`config.mk`:
```
export PLATFORM = sky130hd
export DESIGN_NAME = bp_be_fe_cmd_sequencer
export DESIGN_NICKNAME = d
export VERILOG_FILES = /design/src/rtl/bp_be_fe_cmd_sequencer.sv
export SDC_FILE = /design/constraint.sdc
export NUM_CORES = 1
export LEC_CHECK = 0
export BUFFER_PORTS_ARGS = -buffer_cell sky130_fd_sc_hd__buf_2
export CORE_AREA = 2 2 228 230
export DETAILED_ROUTE_END_ITERATION = 6
export DIE_AREA = 0 0 230 232
export GPL_ROUTABILITY_DRIVEN = 0
export GPL_TIMING_DRIVEN = 0
export SLEW_MARGIN = 20
export SYNTH_ARGS = -nofsm -noshare
export SYNTH_HDL_FRONTEND = slang
export SYNTH_SLANG_ARGS = --single-unit
```
`constraint.sdc`:
```
create_clock -name clk_i -period 1.6 [get_ports clk_i]
set_input_delay 0.32 -clock clk_i [delete_from_list [all_inputs] [get_ports clk_i]]
set_output_delay 0.32 -clock clk_i [all_outputs]
set_load 0.02 [all_outputs]
```
`src/rtl/bp_be_fe_cmd_sequencer.sv`:
```
// BE->FE command sequencer: fixed-priority arbitration of redirect and maintenance
// requesters onto the single FE command channel, with fence drain and a fence timeout.
module bp_be_fe_cmd_sequencer #(
    parameter int unsigned num_req_p       = 4,
    parameter int unsigned fe_cmd_width_p  = 109,
    parameter int unsigned fence_timeout_p = 255
) (
    input  logic                                clk_i,
    input  logic                                reset_n_i,
    input  logic [num_req_p-1:0]                req_v_i,
    input  logic [num_req_p*fe_cmd_width_p-1:0] req_cmd_i,
    input  logic [num_req_p-1:0]                req_fence_i,
    output logic [num_req_p-1:0]                req_yumi_o,
    output logic [fe_cmd_width_p-1:0]           fe_cmd_o,
    output logic                                fe_cmd_v_o,
    input  logic                                fe_cmd_ready_i,
    input  logic                                fe_cmd_fence_i,
    output logic                                suppress_iss_o,
    output logic                                fence_timeout_o,
    output logic [15:0]                         cmd_count_o
);

    localparam logic [1:0] IDLE       = 2'd0;
    localparam logic [1:0] SEND       = 2'd1;
    localparam logic [1:0] FENCE_WAIT = 2'd2;

    localparam logic [7:0] timeout_lp = 8'(fence_timeout_p);

    logic [1:0]                state_q,      state_d;
    logic [fe_cmd_width_p-1:0] hold_q,       hold_d;
    logic                      hold_fence_q, hold_fence_d;
    logic [7:0]                fence_cnt_q,  fence_cnt_d;
    logic                      timeout_q,    timeout_d;
    logic [15:0]               count_q,      count_d;

    logic [num_req_p-1:0]      grant_oh;
    logic [fe_cmd_width_p-1:0] grant_cmd;
    logic                      grant_fence;
    logic                      any_req;
    logic                      can_load;
    logic                      load;
    logic                      accept;

    // Walk from the top index down so the lowest set bit is the one left standing.
    always_comb begin
        grant_oh = '0;
        for (int i = num_req_p - 1; i >= 0; i--) begin
            if (req_v_i[i]) begin
                grant_oh    = '0;
                grant_oh[i] = 1'b1;
            end
        end
    end

    always_comb begin
        grant_cmd = '0;
        for (int i = 0; i < num_req_p; i++) begin
            if (grant_oh[i]) begin
                grant_cmd = req_cmd_i[i*fe_cmd_width_p +: fe_cmd_width_p];
            end
        end
    end

    assign grant_fence = |(grant_oh & req_fence_i);
    assign any_req     = |req_v_i;
    assign can_load    = (state_q == IDLE)
                       | ((state_q == SEND) & fe_cmd_ready_i & ~hold_fence_q);
    assign load        = can_load & any_req;
    assign accept      = (state_q == SEND) & fe_cmd_ready_i;

    // NOTE: every variable gets a default before the case, so no path can infer a latch.
    always_comb begin
        state_d      = state_q;
        hold_d       = hold_q;
        hold_fence_d = hold_fence_q;
        fence_cnt_d  = fence_cnt_q;
        timeout_d    = timeout_q;
        count_d      = accept ? count_q + 16'd1 : count_q;

        if (load) begin
            hold_d       = grant_cmd;
            hold_fence_d = grant_fence;
        end

        case (state_q)
            IDLE: begin
                if (any_req) begin
                    state_d = SEND;
                end
            end
            SEND: begin
                if (fe_cmd_ready_i) begin
                    if (hold_fence_q) begin
                        state_d     = FENCE_WAIT;
                        fence_cnt_d = '0;
                    end else if (any_req) begin
                        state_d = SEND;
                    end else begin
                        state_d = IDLE;
                    end
                end
            end
            FENCE_WAIT: begin
                if (!fe_cmd_fence_i) begin
                    state_d = IDLE;
                end else begin
                    fence_cnt_d = fence_cnt_q + 8'd1;
                    if (fence_cnt_d == timeout_lp) begin
                        timeout_d = 1'b1;
                        state_d   = IDLE;
                    end
                end
            end
            default: begin
                state_d = IDLE;
            end
        endcase
    end

    // NOTE: sequential state uses non-blocking assignments so all registers update together.
    always_ff @(posedge clk_i or negedge reset_n_i) begin
        if (!reset_n_i) begin
            state_q      <= IDLE;
            hold_q       <= '0;
            hold_fence_q <= 1'b0;
            fence_cnt_q  <= '0;
            timeout_q    <= 1'b0;
            count_q      <= '0;
        end else begin
            state_q      <= state_d;
            hold_q       <= hold_d;
            hold_fence_q <= hold_fence_d;
            fence_cnt_q  <= fence_cnt_d;
            timeout_q    <= timeout_d;
            count_q      <= count_d;
        end
    end

    // NOTE: the combinational outputs are gated by reset so they also read 0 while reset is held.
    assign req_yumi_o      = grant_oh & {num_req_p{load & reset_n_i}};
    assign suppress_iss_o  = reset_n_i & ((state_q != IDLE) | any_req);
    assign fe_cmd_v_o      = (state_q == SEND);
    assign fe_cmd_o        = hold_q;
    assign fence_timeout_o = timeout_q;
    assign cmd_count_o     = count_q;

    // A grant is at most one requester, and an offered command holds still until accepted.
    a_yumi_onehot: assert property (@(posedge clk_i) disable iff (!reset_n_i)
        $onehot0(req_yumi_o));
    a_hold_stable: assert property (@(posedge clk_i) disable iff (!reset_n_i)
        (fe_cmd_v_o && !fe_cmd_ready_i) |=> (fe_cmd_v_o && $stable(fe_cmd_o)));

endmodule

```
## After elaboration in Yosys (flattened, before gate mapping)

Cells that the tools add are included.

- Flip-flop bits (word level): 137
- Latch bits: 0
- Memory bits (writable): 0
- Bits in read-only memories: 0
- Output and inout bits: 132
- Memories: 0

- Add/sub/neg operators: 2
- Multipliers: 0
- Divide/modulo/power cells: 0
- Magnitude comparators: 0
- Equal/unequal tests: 8
- Shift-type cells: 0
- Mux-type cells: 19
- Bitwise logic cells: 10
- Reductions and logical operators: 8

Operator list:

| operator | count |
|---|---|
| $mux W109 | 4 |
| $mux W8 | 3 |
| $add A16 B1 Y16 const B | 1 |
| $mux W4 | 4 |
| $pmux W8 S2 | 1 |
| $mux W2 | 5 |
| $add A8 B1 Y8 const B | 1 |
| $and A4 B4 Y4 | 2 |
| $eq A8 B8 Y1 const B | 1 |
| $reduce_or A4 Y1 | 2 |
| $pmux W2 S3 | 1 |
| $reduce_and A3 Y1 | 2 |
| $and A1 B1 Y1 | 5 |
| $ne A2 B1 Y1 const B | 2 |
| $ne A2 B2 Y1 const B | 2 |
| $reduce_and A4 Y1 | 1 |
| $reduce_bool A2 Y1 | 2 |
| $ne A3 B3 Y1 const B | 1 |
| $eq A2 B1 Y1 const B | 1 |
| $eq A2 B2 Y1 const B | 1 |
| $logic_not A2 Y1 | 1 |
| $or A1 B1 Y1 | 2 |
| $mux W1 | 1 |
| $not A1 Y1 | 1 |

## Depth between registers and ports, before layout

Gate-level depths: netlist (run 1).

- Depth in word-level cells: 8
- Mapped depth: 7
- Gate-level depth less buffers: 5

## Worst setup path after synthesis (run 1)

Ideal clock, no wire load.

- Path kind: reg-to-output
- Start: reg hold_fence_q
- End: out req_yumi_o[2]
- Arrival time: 1572 ps
- Path slack: -292 ps
- Stages on the path, launching flop included: 5
- Path buffers: 0
- Path through: dfrtp_1 nand2b_1 a21oi_1 nand2_1 nor4b_1

- Cells in the longest elaborated chain, start to end: 6

Ends and longest elaborated chain:

| element | line | text |
|---|---|---|
| from (decl) | 31 | `logic hold_fence_q, hold_fence_d;` |
| from (signal assigned) | 132 | `hold_fence_q <= hold_fence_d;` |
| $not A1 Y1 | 67 | `\| ((state_q == SEND) & fe_cmd_ready_i & ~hold_fence_q);` |
| $and A1 B1 Y1 | 67 |  |
| $or A1 B1 Y1 | 67 |  |
| $and A1 B1 Y1 | 68 | `assign load = can_load & any_req;` |
| $and A1 B1 Y1 | 140 | `assign req_yumi_o = grant_oh & {num_req_p{load & reset_n_i}};` |
| $and A4 B4 Y4 | 140 |  |
| to (decl) | 13 | `output logic [num_req_p-1:0] req_yumi_o,` |

Every way passes these cells.

## Worst setup path after layout (run 1)

Same ends and word-level chain as after synthesis.

==> impl_metrics.tcl, run 1 <==
set metrics [dict create \
    rows 83 \
    synth_top_cell_area_share_pct 44.5 \
    maxCapViolCount 0 \
    synth.area.top_cells "dfrtp_1 45%, a221o_1 14%, a31oi_1 9.2%" \
    worst_hold_slack_ns -0.278 \
    status "finished with violations" \
    grt_first_pass_wirelength_um 64700 \
    max_stage_delay_ns 0.44 \
    start_util_pct 15.1 \
    ys_seq_elements 137 \
    synth_ff_type "dfrtp_1" \
    die_w_um 230 \
    period_share_pct 129 \
    chipHeight_um 232 \
    final.setup_skew_ns 0.0120 \
    worstMarginPinSlew_ns 0.699 \
    drt-initial-drc-count 717 \
    crit_chain "nand2b_4 > a21oi_4 > nand2_2 > nor4b_2 > buf_4" \
    timing.fmax_mhz 486 \
    final-hold-violation-count 64 \
    tns_ns -37.43 \
    relSlewSlack_pct 53.4 \
    hp-class "input pin to asynchronous set/reset pin" \
    wirelength_um 46700 \
    route.detailed.drc 0 \
    sw_frac_of_total_pct 43.3 \
    wl_per_cell_um 20.9 \
    layout.nets 1989 \
    synth_fp_nets 1341 \
    async_flop_share_pct 100 \
    cts_tree "built" \
    power.share.clock_pct 16.0 \
    p_comb_share_pct 59.8 \
    critPathSlowestCell "dfrtp_2" \
    startpoint "hold_fence_q" \
    numCtsBuffers 17 \
    ys_warn_count 0 \
    syn2layout_area_growth_pct 83.3 \
    htreeDepth 4 \
    p_leak_uw 0.00618 \
    viasPerCell 4.70 \
    fin_ws_ns -0.459 \
    rsz0062_at_grt "yes" \
    power.density_nw_per_um2 1860 \
    postSynthAreaPerCell_um2 8.65 \
    power.internal_uw 14900 \
    firstDrtPassIters 6 \
    critPathKind "flop to primary output" \
    final_area_um2 14100 \
    cts_root_buffer "clkbuf_16" \
    synth_cell_types 41 \
    antenna_found_initial 2 \
    ir_drop_uv 856 \
    startpoint_type "flop" \
    io_pins 580 \
    grt_max_degree 67 \
    dpl_cell_area_um2 11500 \
    worst_setup_path_end_kind "primary output" \
    drive_gt1_share_pct 54.6 \
    power.switching_uw 11400 \
    grtUsageTotal_pct 16.6 \
    seqPwrFrac_pct 24.2 \
    dp_hpwl_um 35300 \
    path_max_fanout 3 \
    syn_area_um2 7700 \
    synth_top_cell_by_area "dfrtp_1" \
    globalRouteOverflowTotal 0 \
    cp_top_family "simple AND/OR/NAND/NOR gates" \
    clock_sinks 137 \
    violations "hold timing, setup timing" \
    ant_nets 0 \
    worstReg2RegStart "hold_fence_q" \
    setup_viol 115 \
    numPortBuffers 577 \
    cp.arrival_ns 1.74 \
    die_area_um2 53400 \
    clk_path_buf_depth 2 \
    cts.reportedPaths.clkPinSlew_ns 0.06 \
    core_um2 50900 \
    syn_inst 890 \
    via_count 10500 \
    slew_viol_final 0 \
    clk_latency_ns 0.47 \
    synth_edf_count 0 \
    yosysSeqAreaShare_pct 44.5 \
    crit_required_ns 1.28 \
    fin_crit_ns 2.06 \
    critPathBufInv 1 \
    grt_pass1_vias 10100 \
]
-- layout make-up --
cell class              count  area [um^2]
diodes                      3         7.51
plain buffers              80          589
clock buffers              21          460
clock inverters            11          146
fillers                  5461        36800
inverters                   8         30.0
multi-input cells         655         4590
flip-flops and latches    137         3430
well taps                 680          851
repair buffers            639         4010
-- placed cells by master (no fill, tap or decap), types with 7 or more instances in the layout --
cell       count
nor2_2        46
xnor2_1        9
nand2_1      122
buf_2        592
a31oi_4       14
inv_1          7
buf_12        26
a31oi_1       96
buf_8         13
buf_4         16
nor2_4        40
xor2_1         9
dfrtp_1      132
buf_16         9
a221o_1      110
clkbuf_1      30
o21ai_0      120
buf_6         20
clkbuf_16     23
nor2_1        35
-- path summary, 6_finish.rpt --
path / end / slack [ns] / cells after the start
worst min register to register: fence_timeout_o / 0.46 / 1
min in group clk_i: fe_cmd_o[94] / 0.09 / 3
max in group asynchronous: state_q[0] / 1.16 / 2
worst max register to register: fe_cmd_o[91] / -0.42 / 10
worst min-delay path: fe_cmd_o[30] / -0.28 / 1
worst max-delay path: req_yumi_o[2] / -0.46 / 5
-- power by group through the flow --
stage	Sequential, uW	Combinational (uW)	Clock [uW]
3_5_place_dp	6030	9300	0
2_1_floorplan	7590	3440	0
3_3_place_gp	5950	9160	0
5_1_grt	6520	16600	4500
6_report	6350	15700	4210
4_1_cts	6070	14200	4360
-- cells in the mapped netlist, types with 2 or more instances --
cell	number
a21o_1	2
a21oi_1	4
a221o_1	110
a31oi_1	113
and3_1	4
and3b_1	2
buf_1	5
buf_2	47
clkbuf_1	37
dfrtp_1	137
ha_1	3
inv_1	7
nand2_1	124
nand3_1	5
nand3b_1	2
nand4_1	5
nor2_1	120
nor2b_1	2
nor3_1	3
nor4_1	2
o21ai_0	120
xnor2_1	9
xor2_1	9
-- flip-flops by register name, summed over array words and instances (netlist names) --
register / flops
cmd_count_o: 16
fe_cmd_o: 109
fence_cnt_q: 8
fence_timeout_o: 1
hold_fence_q: 1
state_q: 2
-- metrics by stage --
step	util (%)	setup slack, ns	cells	total power (uW)	hold slack [ns]
finish	27.7	-0.459	2234	26300	-0.278
floorplan	-	-0.0627	890	11000	0.0244
CTS	26.4	-0.528	2227	24600	-0.290
detailed placement	22.6	-0.968	2149	15300	0.308
global route	27.7	-0.554	2234	27600	-0.289
global placement	22.6	-2.55	2147	15100	0.451
-- cells by family after synthesis --
group,after synthesis,synth area share [%]
adders and majority gates,3,0.487
muxes,1,0.146
and+or+nand+nor,279,14.9
DFF,137,44.5
AOI/OAI and AO/OA,354,32.3
buffers and inverters,98,5.59
xor gates and xnor gates,18,2.05
-- worst reg2reg max path, stage by stage (launching register included) --
cell	delay, ns
dfrtp_2	0.44
nand2b_4	0.17
buf_6	0.12
a221oi_4	0.27
buf_6	0.18
buf_12	0.12
buf_16	0.16
buf_12	0.14
buf_12	0.14
nor2_4	0.04
a31oi_1	0.16
-- layer usage --
metal / vias to the layer above / global-route usage (%) / wire length, um
met2: 587 / 26.4 / 21900
li1: 4676 / - / -
met3: 93 / 5.12 / 3800
met4: 0 / 6.51 / 1520
met1: 5140 / 21.1 / 19500
met5: - / 0 / 0
-- timing repair --
item	CTS	global route
pin swaps	10	6
gates cloned	15	5
hold endpoints to repair	64	64
gates resized for setup	173	160
endpoints found under the setup margin	129	128
buffers inserted	32	18
(Power assumes the default switching activity.)
==> run 2: changes to the inputs <==
--- a/config.mk
+++ b/config.mk
@@ -7,6 +7,7 @@
 export LEC_CHECK = 0
 export BUFFER_PORTS_ARGS = -buffer_cell sky130_fd_sc_hd__buf_2
 export CORE_AREA = 2 2 228 230
+export CTS_BUF_LIST = sky130_fd_sc_hd__clkbuf_4 sky130_fd_sc_hd__clkbuf_8 sky130_fd_sc_hd__clkbuf_16
 export DETAILED_ROUTE_END_ITERATION = 6
 export DIE_AREA = 0 0 230 232
 export GPL_ROUTABILITY_DRIVEN = 0
==> impl_metrics.tcl, run 2 (synthesized netlist as in run 1, its figures left out) <==
set metrics [dict create \
    max_stage_delay_ns 0.44 \
    worstReg2RegStart "hold_fence_q" \
    grt_max_degree 67 \
    layout_commonest_cell "buf_2" \
    drt-initial-drc-count 717 \
    final-hold-violation-count 64 \
    cts.reportedPaths.clkPinSlew_ns 0.06 \
    critPathSlowestCell "dfrtp_2" \
    dpl_cell_area_um2 11500 \
    timing.fmax_mhz 485 \
    fin_ws_ns -0.462 \
    numCtsBuffers 17 \
    grt.busiest_layer "met2" \
    stdcell_count 2234 \
    die_w_um 230 \
    chipHeight_um 232 \
    slew_viol_final 0 \
    grtUsageMet2_pct 26.4 \
    wl_per_cell_um 20.9 \
    setup_viol 115 \
    relSlewSlack_pct 52.7 \
    grt_util_met1_pct 21.1 \
    violations "hold timing, setup timing" \
    rows 83 \
    status "finished with violations" \
    via_count 10500 \
    antenna_found_initial 2 \
    grtUsageTotal_pct 16.6 \
    worst_hold_slack_ns -0.282 \
    dp_hpwl_um 35300 \
    rsz0062_at_grt "yes" \
    final_area_um2 14100 \
    critPathKind "flop to primary output" \
    p_leak_uw 0.00618 \
    fin_crit_ns 2.06 \
    globalRouteOverflowTotal 0 \
    worstMarginPinSlew_ns 0.710 \
    firstDrtPassIters 6 \
    clk_latency_ns 0.47 \
    grtUsageMet3_pct 5.12 \
    clock_sinks 137 \
    htreeDepth 4 \
    ir_drop_uv 856 \
    startpoint "hold_fence_q" \
    grt_first_pass_wirelength_um 64700 \
    viasPerCell 4.71 \
    worst_setup_path_end_kind "primary output" \
    die_area_um2 53400 \
    cp.arrival_ns 1.74 \
    period_share_pct 129 \
    syn2layout_area_growth_pct 83.3 \
    layout.nets 1989 \
    final.setup_skew_ns 0.0120 \
    path_max_fanout 3 \
    route.detailed.drc 0 \
    core_um2 50900 \
    largest_reg_flops 109 \
    grt_pass1_vias 10100 \
    cts_root_buffer "clkbuf_16" \
    most-common-layout-cells "592 x buf_2, 132 x dfrtp_1, 122 x nand2_1, 120 x o21ai_0, 110 x a221o_1" \
    cts_tree "built" \
    crit_required_ns 1.28 \
    placedCellCount 2149 \
    ant_nets 0 \
    hp-class "input pin to asynchronous set/reset pin" \
    crit_chain "nand2b_4 > a21oi_4 > nand2_2 > nor4b_2 > buf_4" \
    drive_gt1_share_pct 54.7 \
    start_util_pct 15.1 \
    maxCapViolCount 0 \
    numPortBuffers 577 \
    wirelength_um 46700 \
    io_pins 580 \
    power.density_nw_per_um2 1860 \
    clk_path_buf_depth 2 \
    dpl_worst_slack_ns -0.968 \
    startpoint_type "flop" \
]
run 2: cell counts in the layout (fill, tap and decap cells not counted):
Identical to the previous run, type by type.
run 2: final timing paths:
path / endpoint / slack, ns / cells past startpoint
max: req_yumi_o[2] / -0.46 / 5
min: fe_cmd_o[30] / -0.28 / 1
max reg2reg: fe_cmd_o[91] / -0.42 / 10
min in group clk_i: fe_cmd_o[94] / 0.09 / 3
min reg2reg: fence_timeout_o / 0.46 / 1
max in group asynchronous: state_q[0] / 1.16 / 2
run 2: cell type report:
cell class / instances / area, um^2
fillers: 5459 / 36800
clock inverters: 11 / 146
diodes: 3 / 7.51
well taps: 680 / 851
clock buffers: 21 / 468
plain buffers: 80 / 589
flip-flops and latches: 137 / 3430
repair buffers: 639 / 4010
inverters: 8 / 30.0
multi-input cells: 655 / 4590
run 2: power by group:
| group | leakage [uW] | switching [uW] | internal [uW] |
|---|---|---|---|
| logic | 0.00433 | 8340 | 7370 |
| registers | 0.00156 | 1340 | 5010 |
| clock network | 0.000288 | 1700 | 2560 |
run 2: through the flow:
stage | total power [uW] | setup TNS, ns | util, %
6_report | 26300 | -37.75 | 27.8
5_1_grt | 27700 | -47.24 | 27.8
4_1_cts | 24700 | -39.13 | 26.4
3_5_place_dp | 15300 | -91.41 | 22.6
3_3_place_gp | 15100 | -362.99 | 22.6
2_1_floorplan | 11000 | -0.108 | -
run 2: repair_timing:
item                                    CTS  global route
resized for setup                       173           160
setup buffers                            32            18
pin swaps                                10             6
endpoints found under the setup margin  129           128
gates cloned                             15             5
endpoints found under the hold margin    64            64
run 2: per-layer routing:
metal	vias up	part of all wire (%)
li1	4674	-
met3	93	8.2
met5	-	0
met2	589	47
met4	0	3.2
met1	5158	42
run 2: critical path: cells and delay by family (launching register included):
family / cells / cell delay (ns)
AOI/OAI and AO/OA: 1 / 0.16
buffers and inverters: 1 / 0.18
DFF: 1 / 0.44
and+or+nand+nor: 3 / 0.49
